File: src/rtl/tick_scheduler_pkg.sv
// tick_scheduler_pkg: shared channel state encoding and timebase defaults for tick_scheduler
package tick_scheduler_pkg;

    typedef enum logic {
        ST_IDLE  = 1'b0,
        ST_ARMED = 1'b1
    } state_t;

    localparam int US_PER_MS_DEFAULT = 1000;

endpackage

File: src/rtl/tick_scheduler_timer_channel.sv
// timer_channel: one one-shot/periodic millisecond interval timer driven by a shared ms tick
//   CLK, RST      clock, asynchronous active-high reset
//   ms_tick       shared one-cycle millisecond pulse
//   start, stop   arm/restart and cancel strobes (stop wins over start)
//   periodic      mode sampled with start: 1 = auto-reload, 0 = one-shot
//   period        interval length in ms, sampled with start; 0 is ignored
//   busy          channel armed
//   expired       one-cycle pulse per elapsed interval
//   toggle_out    square wave, inverts on every expiry
module timer_channel
    import tick_scheduler_pkg::*;
#(
    parameter int MS_WIDTH = 16
) (
    input  logic                CLK,
    input  logic                RST,
    input  logic                ms_tick,
    input  logic                start,
    input  logic                stop,
    input  logic                periodic,
    input  logic [MS_WIDTH-1:0] period,
    output logic                busy,
    output logic                expired,
    output logic                toggle_out
);

    localparam logic [MS_WIDTH-1:0] ONE = MS_WIDTH'(1);

    state_t              state_q, state_d;
    logic [MS_WIDTH-1:0] rem_q, rem_d;
    logic [MS_WIDTH-1:0] per_q, per_d;
    logic                mode_q, mode_d;
    logic                exp_q, exp_d;
    logic                tog_q, tog_d;

    always_comb begin
        state_d = state_q;
        rem_d   = rem_q;
        per_d   = per_q;
        mode_d  = mode_q;
        exp_d   = 1'b0;
        tog_d   = tog_q;
        if (stop) begin
            state_d = ST_IDLE;
        end else if (start && period != '0) begin
            // A restart swallows any expiry that a coincident final ms tick would have produced.
            state_d = ST_ARMED;
            rem_d   = period;
            per_d   = period;
            mode_d  = periodic;
        end else if (state_q == ST_ARMED && ms_tick) begin
            if (rem_q > ONE) begin
                rem_d = rem_q - ONE;
            end else begin
                exp_d   = 1'b1;
                tog_d   = ~tog_q;
                rem_d   = mode_q ? per_q : '0;
                state_d = mode_q ? ST_ARMED : ST_IDLE;
            end
        end
    end

    always_ff @(posedge CLK or posedge RST) begin
        if (RST) begin
            state_q <= ST_IDLE;
            rem_q   <= '0;
            per_q   <= '0;
            mode_q  <= 1'b0;
            exp_q   <= 1'b0;
            tog_q   <= 1'b0;
        end else begin
            state_q <= state_d;
            rem_q   <= rem_d;
            per_q   <= per_d;
            mode_q  <= mode_d;
            exp_q   <= exp_d;
            tog_q   <= tog_d;
        end
    end

    assign busy       = (state_q == ST_ARMED);
    assign expired    = exp_q;
    assign toggle_out = tog_q;

endmodule

File: src/rtl/tick_scheduler.sv
// tick_scheduler: shared us/ms prescaler plus CHANNELS independent millisecond interval timers
//   CLK, RST    clock, asynchronous active-high reset
//   start       per-channel arm/restart strobe
//   stop        per-channel cancel strobe
//   periodic    per-channel mode, sampled with start
//   period_ms   channel i period at [i*MS_WIDTH +: MS_WIDTH], sampled with start
//   busy        per-channel armed flag
//   expired     per-channel one-cycle expiry pulse
//   toggle_out  per-channel square wave, inverts on every expiry
//   us_tick     one-cycle pulse every CLOCK_SPEED_MHZ cycles
//   ms_tick     one-cycle pulse every CLOCK_SPEED_MHZ*US_PER_MS cycles
module tick_scheduler
    import tick_scheduler_pkg::*;
#(
    parameter int CLOCK_SPEED_MHZ = 12,
    parameter int US_PER_MS       = US_PER_MS_DEFAULT,
    parameter int CHANNELS        = 4,
    parameter int MS_WIDTH        = 16
) (
    input  logic                         CLK,
    input  logic                         RST,
    input  logic [CHANNELS-1:0]          start,
    input  logic [CHANNELS-1:0]          stop,
    input  logic [CHANNELS-1:0]          periodic,
    input  logic [CHANNELS*MS_WIDTH-1:0] period_ms,
    output logic [CHANNELS-1:0]          busy,
    output logic [CHANNELS-1:0]          expired,
    output logic [CHANNELS-1:0]          toggle_out,
    output logic                         us_tick,
    output logic                         ms_tick
);

    localparam int CW = $clog2(CLOCK_SPEED_MHZ - 1) + 1;
    localparam int UW = $clog2(US_PER_MS - 1) + 1;
    localparam logic [CW-1:0] CYC_LAST = CW'(CLOCK_SPEED_MHZ - 1);
    localparam logic [UW-1:0] US_LAST  = UW'(US_PER_MS - 1);
    localparam logic [CW-1:0] CYC_ONE  = CW'(1);
    localparam logic [UW-1:0] US_ONE   = UW'(1);

    logic [CW-1:0] cyc_q, cyc_d;
    logic [UW-1:0] us_q, us_d;
    logic          us_tick_q, us_tick_d;
    logic          ms_tick_q, ms_tick_d;
    logic          cyc_wrap, us_wrap;

    always_comb begin
        cyc_wrap  = (cyc_q == CYC_LAST);
        us_wrap   = (us_q == US_LAST);
        cyc_d     = cyc_wrap ? '0 : cyc_q + CYC_ONE;
        us_d      = cyc_wrap ? (us_wrap ? '0 : us_q + US_ONE) : us_q;
        us_tick_d = cyc_wrap;
        ms_tick_d = cyc_wrap && us_wrap;
    end

    always_ff @(posedge CLK or posedge RST) begin
        if (RST) begin
            cyc_q     <= '0;
            us_q      <= '0;
            us_tick_q <= 1'b0;
            ms_tick_q <= 1'b0;
        end else begin
            cyc_q     <= cyc_d;
            us_q      <= us_d;
            us_tick_q <= us_tick_d;
            ms_tick_q <= ms_tick_d;
        end
    end

    assign us_tick = us_tick_q;
    assign ms_tick = ms_tick_q;

    // Channels consume the registered ms tick, so a decrement lands one cycle after the visible pulse.
    for (genvar i = 0; i < CHANNELS; i++) begin : g_ch
        timer_channel #(
            .MS_WIDTH(MS_WIDTH)
        ) u_ch (
            .CLK       (CLK),
            .RST       (RST),
            .ms_tick   (ms_tick_q),
            .start     (start[i]),
            .stop      (stop[i]),
            .periodic  (periodic[i]),
            .period    (period_ms[i*MS_WIDTH +: MS_WIDTH]),
            .busy      (busy[i]),
            .expired   (expired[i]),
            .toggle_out(toggle_out[i])
        );
    end

endmodule

File: config.mk
export PLATFORM = sky130hd
export DESIGN_NAME = tick_scheduler
export DESIGN_NICKNAME = d
export VERILOG_FILES = /design/src/rtl/tick_scheduler_pkg.sv /design/src/rtl/tick_scheduler_timer_channel.sv /design/src/rtl/tick_scheduler.sv
export SDC_FILE = /design/constraint.sdc
export NUM_CORES = 1
export LEC_CHECK = 0
export CAP_MARGIN = 15
export CORE_UTILIZATION = 40
export DETAILED_ROUTE_END_ITERATION = 10
export PLACE_DENSITY_LB_ADDON = 0.15
export SETUP_SLACK_MARGIN = 0.15
export SLEW_MARGIN = 20
export SYNTH_ARGS = -nofsm -noshare
export SYNTH_HDL_FRONTEND = slang
export SYNTH_SLANG_ARGS = --single-unit
File: constraint.sdc
create_clock -name CLK -period 10.1 [get_ports CLK]
set_input_delay 2.02 -clock CLK [delete_from_list [all_inputs] [get_ports CLK]]
set_output_delay 2.02 -clock CLK [all_outputs]
set_load 0.01 [all_outputs]
==> results by group <==
Global routing
  – GRT Util Overall: 0.212
  – First-pass GRT wire length: 40.2 mm
  – Vias in the first global route: 7,581
  – Congestion Overflow GR: 0
  – Largest net degree at the start of global routing: 86
  – Initial antenna violation count: 0

Floorplanning
  – IO Pins: 92
  – Row count: 55
  – Core footprint: 22,600 um2
  – Die area: 23,600 um2
  – Die X: 154 um
  – Die height: 154 um
  – Starting density of the core: 0.407

Place
  – Placed wire-length estimate: 16.1 mm
  – GP Congestion: 0.860
  – Post-Place Cells: 1,314
  – IO buf count: 91
  – Pre-CTS worst setup slack: 4960 ps

Power and ir drop
  – Worst VDD drop: 82.0 uV
  – Design Power: 1.81 mW
  – Power Density: 167 nW/um2
  – Leakage: 4.40 nW

Worst setup path
  – Crit. Startpoint: period_ms[54]
  – RR Endpoint: g_ch[0].u_ch.rem_q[9]$_DFFE_PP0P_
  – Setup CP Type: primary input to flop
  – Worst Setup End Kind: flop
  – Critical Path Start Type: primary input
  – Critical Path AT: 5020 ps
  – FF-to-FF Start: g_ch[0].u_ch.rem_q[5]$_DFFE_PP0P_
  – Flop-to-flop setup slack: 7160 ps
  – Worst setup path end: g_ch[3].u_ch.rem_q[15]$_DFFE_PP0P_
  – Worst EP required: 10,420 ps
  – Worst Reg-to-Reg Cells: 5
  – Crit-path max FO: 21

Yosys
  – Synth unique cells: 70
  – Async set-or-reset flop fraction in the synthesized netlist: 1.00
  – EDFF count, synth: 0
  – Most used DFF post-synth: dfrtp_1
  – Mapped Area: 9210 um2
  – Synth Instances: 1,000
  – Mean post-synth cell area: 9.21 um2
  – Mapped Nets: 1,088
  – Synth Register Bits: 162
  – Seq/Total Area, Yosys: 0.440
  – Syn. warnings: 0

Clock tree
  – Clk slew on worst S/H paths: 70 ps
  – Hold_buf cts: 0
  – Total CTS buffers: 17
  – Setup Buffers After CTS: 0
  – Worst-skew pair later-pin latency: 430 ps
  – TritonCTS clock tree: done
  – CTS Buffer Depth: 2
  – Clock tree sinks: 162
  – Root buffer cell: clkbuf_16
  – Htree depth: 4
  – Number of gates resized after cts: 0

Finish
  – Most frequent cells in the layout: nand2_1 (183), dfrtp_1 (162), clkdlybuf4s50_1 (91)
  – Fillcell total: 2,163
  – Layout area overhead: 17.7%
  – Layout cells sized above 1: 0.0661
  – Register area: 4050 um2
  – Area of the multi-input gates: 4770 um2
  – Final net count: 1,137
  – Fin cells: 1,344
  – Commonest non-fill, non-tap cell in the layout: nand2_1
  – Antenna cells: 0

Min path
  – Worst min path class: flop to flop

Drt
  – Antenna Nets Post-Route: 0
  – Via density: 5.76
  – Total wire length: 24.1 mm
  – 1st-pass router iterations: 5
  – Total number of vias: 7,741
  – WL/cell: 18.0 um
  – Initial DRC count: 425
  – DRC Markers: 0

STA
  – RSZ-0062 raised after global routing: no
  – Final setup margin: 5400 ps
  – Setup TNS: 0 ps
  – Max Slew Vio Count: 0
  – Slew HR: 0.282
  – Fin. Hold Viols: 0
  – Post-route minimum period: 4700 ps
  – Clock skew: 16.6 ps
  – Min Hold Slack: 462 ps
  – Final setup violation count: 0
  – Highest Clock Rate: 213 MHz
  – Worst Tran Pin Value: 1070 ps
  – Period utilization: 0.466

Run
  – Max-cap violations: 0

Outcome
  – Status: finished clean
-- per-stage QoR --
step	area [um2]	util
detailed placement	10200	0.451
global placement	10200	0.451
CTS	10800	0.478
global route	10800	0.479
floorplan	9210	-
finish	10800	0.479
-- logic make-up after synthesis --
group                      count (synthesis)  share of synthesized area
and+or+nand+nor                          395                      0.211
AOI/OAI and AO/OA                        256                      0.190
DFF                                      162                      0.440
buffers and inverters                     84                     0.0461
xor gates and xnor gates                  53                     0.0504
muxes                                     40                     0.0482
adders and majority gates                 10                     0.0136
-- cell usage after synthesis, drive strengths merged, types with 7 or more instances --
cell type / number / share of area
xnor2: 25 / 0.024
nand2b: 11 / 0.0075
o22ai: 13 / 0.0088
a21oi: 63 / 0.035
o31ai: 12 / 0.0098
o21a: 7 / 0.0057
o2bb2ai: 7 / 0.0067
a31oi: 25 / 0.017
buf: 42 / 0.029
inv: 14 / 0.0057
dfrtp: 162 / 0.44
nand3: 27 / 0.015
nor3: 21 / 0.012
nand4: 14 / 0.0095
xor2: 28 / 0.027
nor4: 19 / 0.017
o21ai: 53 / 0.029
a221o: 8 / 0.0087
clkbuf: 28 / 0.011
or4: 18 / 0.015
and2: 9 / 0.0061
ha: 10 / 0.014
nor2: 59 / 0.026
mux2: 35 / 0.043
nand2: 184 / 0.075
-- layout make-up --
type / instances / share of cell area
multi-input cells: 754 / 0.440
repair buffers: 100 / 0.0910
clock inverters: 10 / 0.0148
clock buffers: 19 / 0.0418
flip-flops and latches: 162 / 0.374
well taps: 285 / 0.0329
inverters: 14 / 0.00531
-- state kept, by name, summed over array words and instances (netlist names) --
| signal | flops |
|---|---|
| g_ch.u_ch.per_q | 64 |
| g_ch.u_ch.toggle_out | 4 |
| us_q | 11 |
| g_ch.u_ch.rem_q | 64 |
| ms_tick | 1 |
| cyc_q | 5 |
| g_ch.u_ch.expired | 4 |
| g_ch.u_ch.mode_q | 4 |
| us_tick | 1 |
| g_ch.u_ch.busy | 4 |
-- layer usage --
layer	track usage	share of wire	up-vias	wire length [um]
met1	0.303	0.49	3820	11900
li1	-	-	3736	-
met5	0	0	-	0
met2	0.330	0.46	156	11000
met4	0.0605	0.015	0	359
met3	0.0361	0.034	29	825
-- worst max-delay path: stages --
cell and delay, ps:
clkdlybuf4s50_1 450, or4_1 630, o41a_1 720, nand2b_1 760
a21oi_1 140, a211o_1 300
-- worst min-delay path by stage --
stage	from	end	slack (ps)	cells after the start
2_1_floorplan	cyc_q[0]$_DFF_PP0_	cyc_q[0]$_DFF_PP0_	430	1
3_3_place_gp	cyc_q[4]$_DFF_PP0_	cyc_q[4]$_DFF_PP0_	450	1
3_5_place_dp	us_q[10]$_DFFE_PP0P_	us_q[10]$_DFFE_PP0P_	460	1
4_1_cts	cyc_q[0]$_DFF_PP0_	cyc_q[0]$_DFF_PP0_	470	1
5_1_grt	g_ch[2].u_ch.toggle_out$_DFFE_PP0P_	g_ch[2].u_ch.toggle_out$_DFFE_PP0P_	490	1
6_report	cyc_q[0]$_DFF_PP0_	cyc_q[0]$_DFF_PP0_	460	1
-- power by group --
part	internal [mW]	switching, mW
clock	0.422	0.270
combinational	0.145	0.152
sequential	0.727	0.0953
Power figures use the tool's default switching activity.
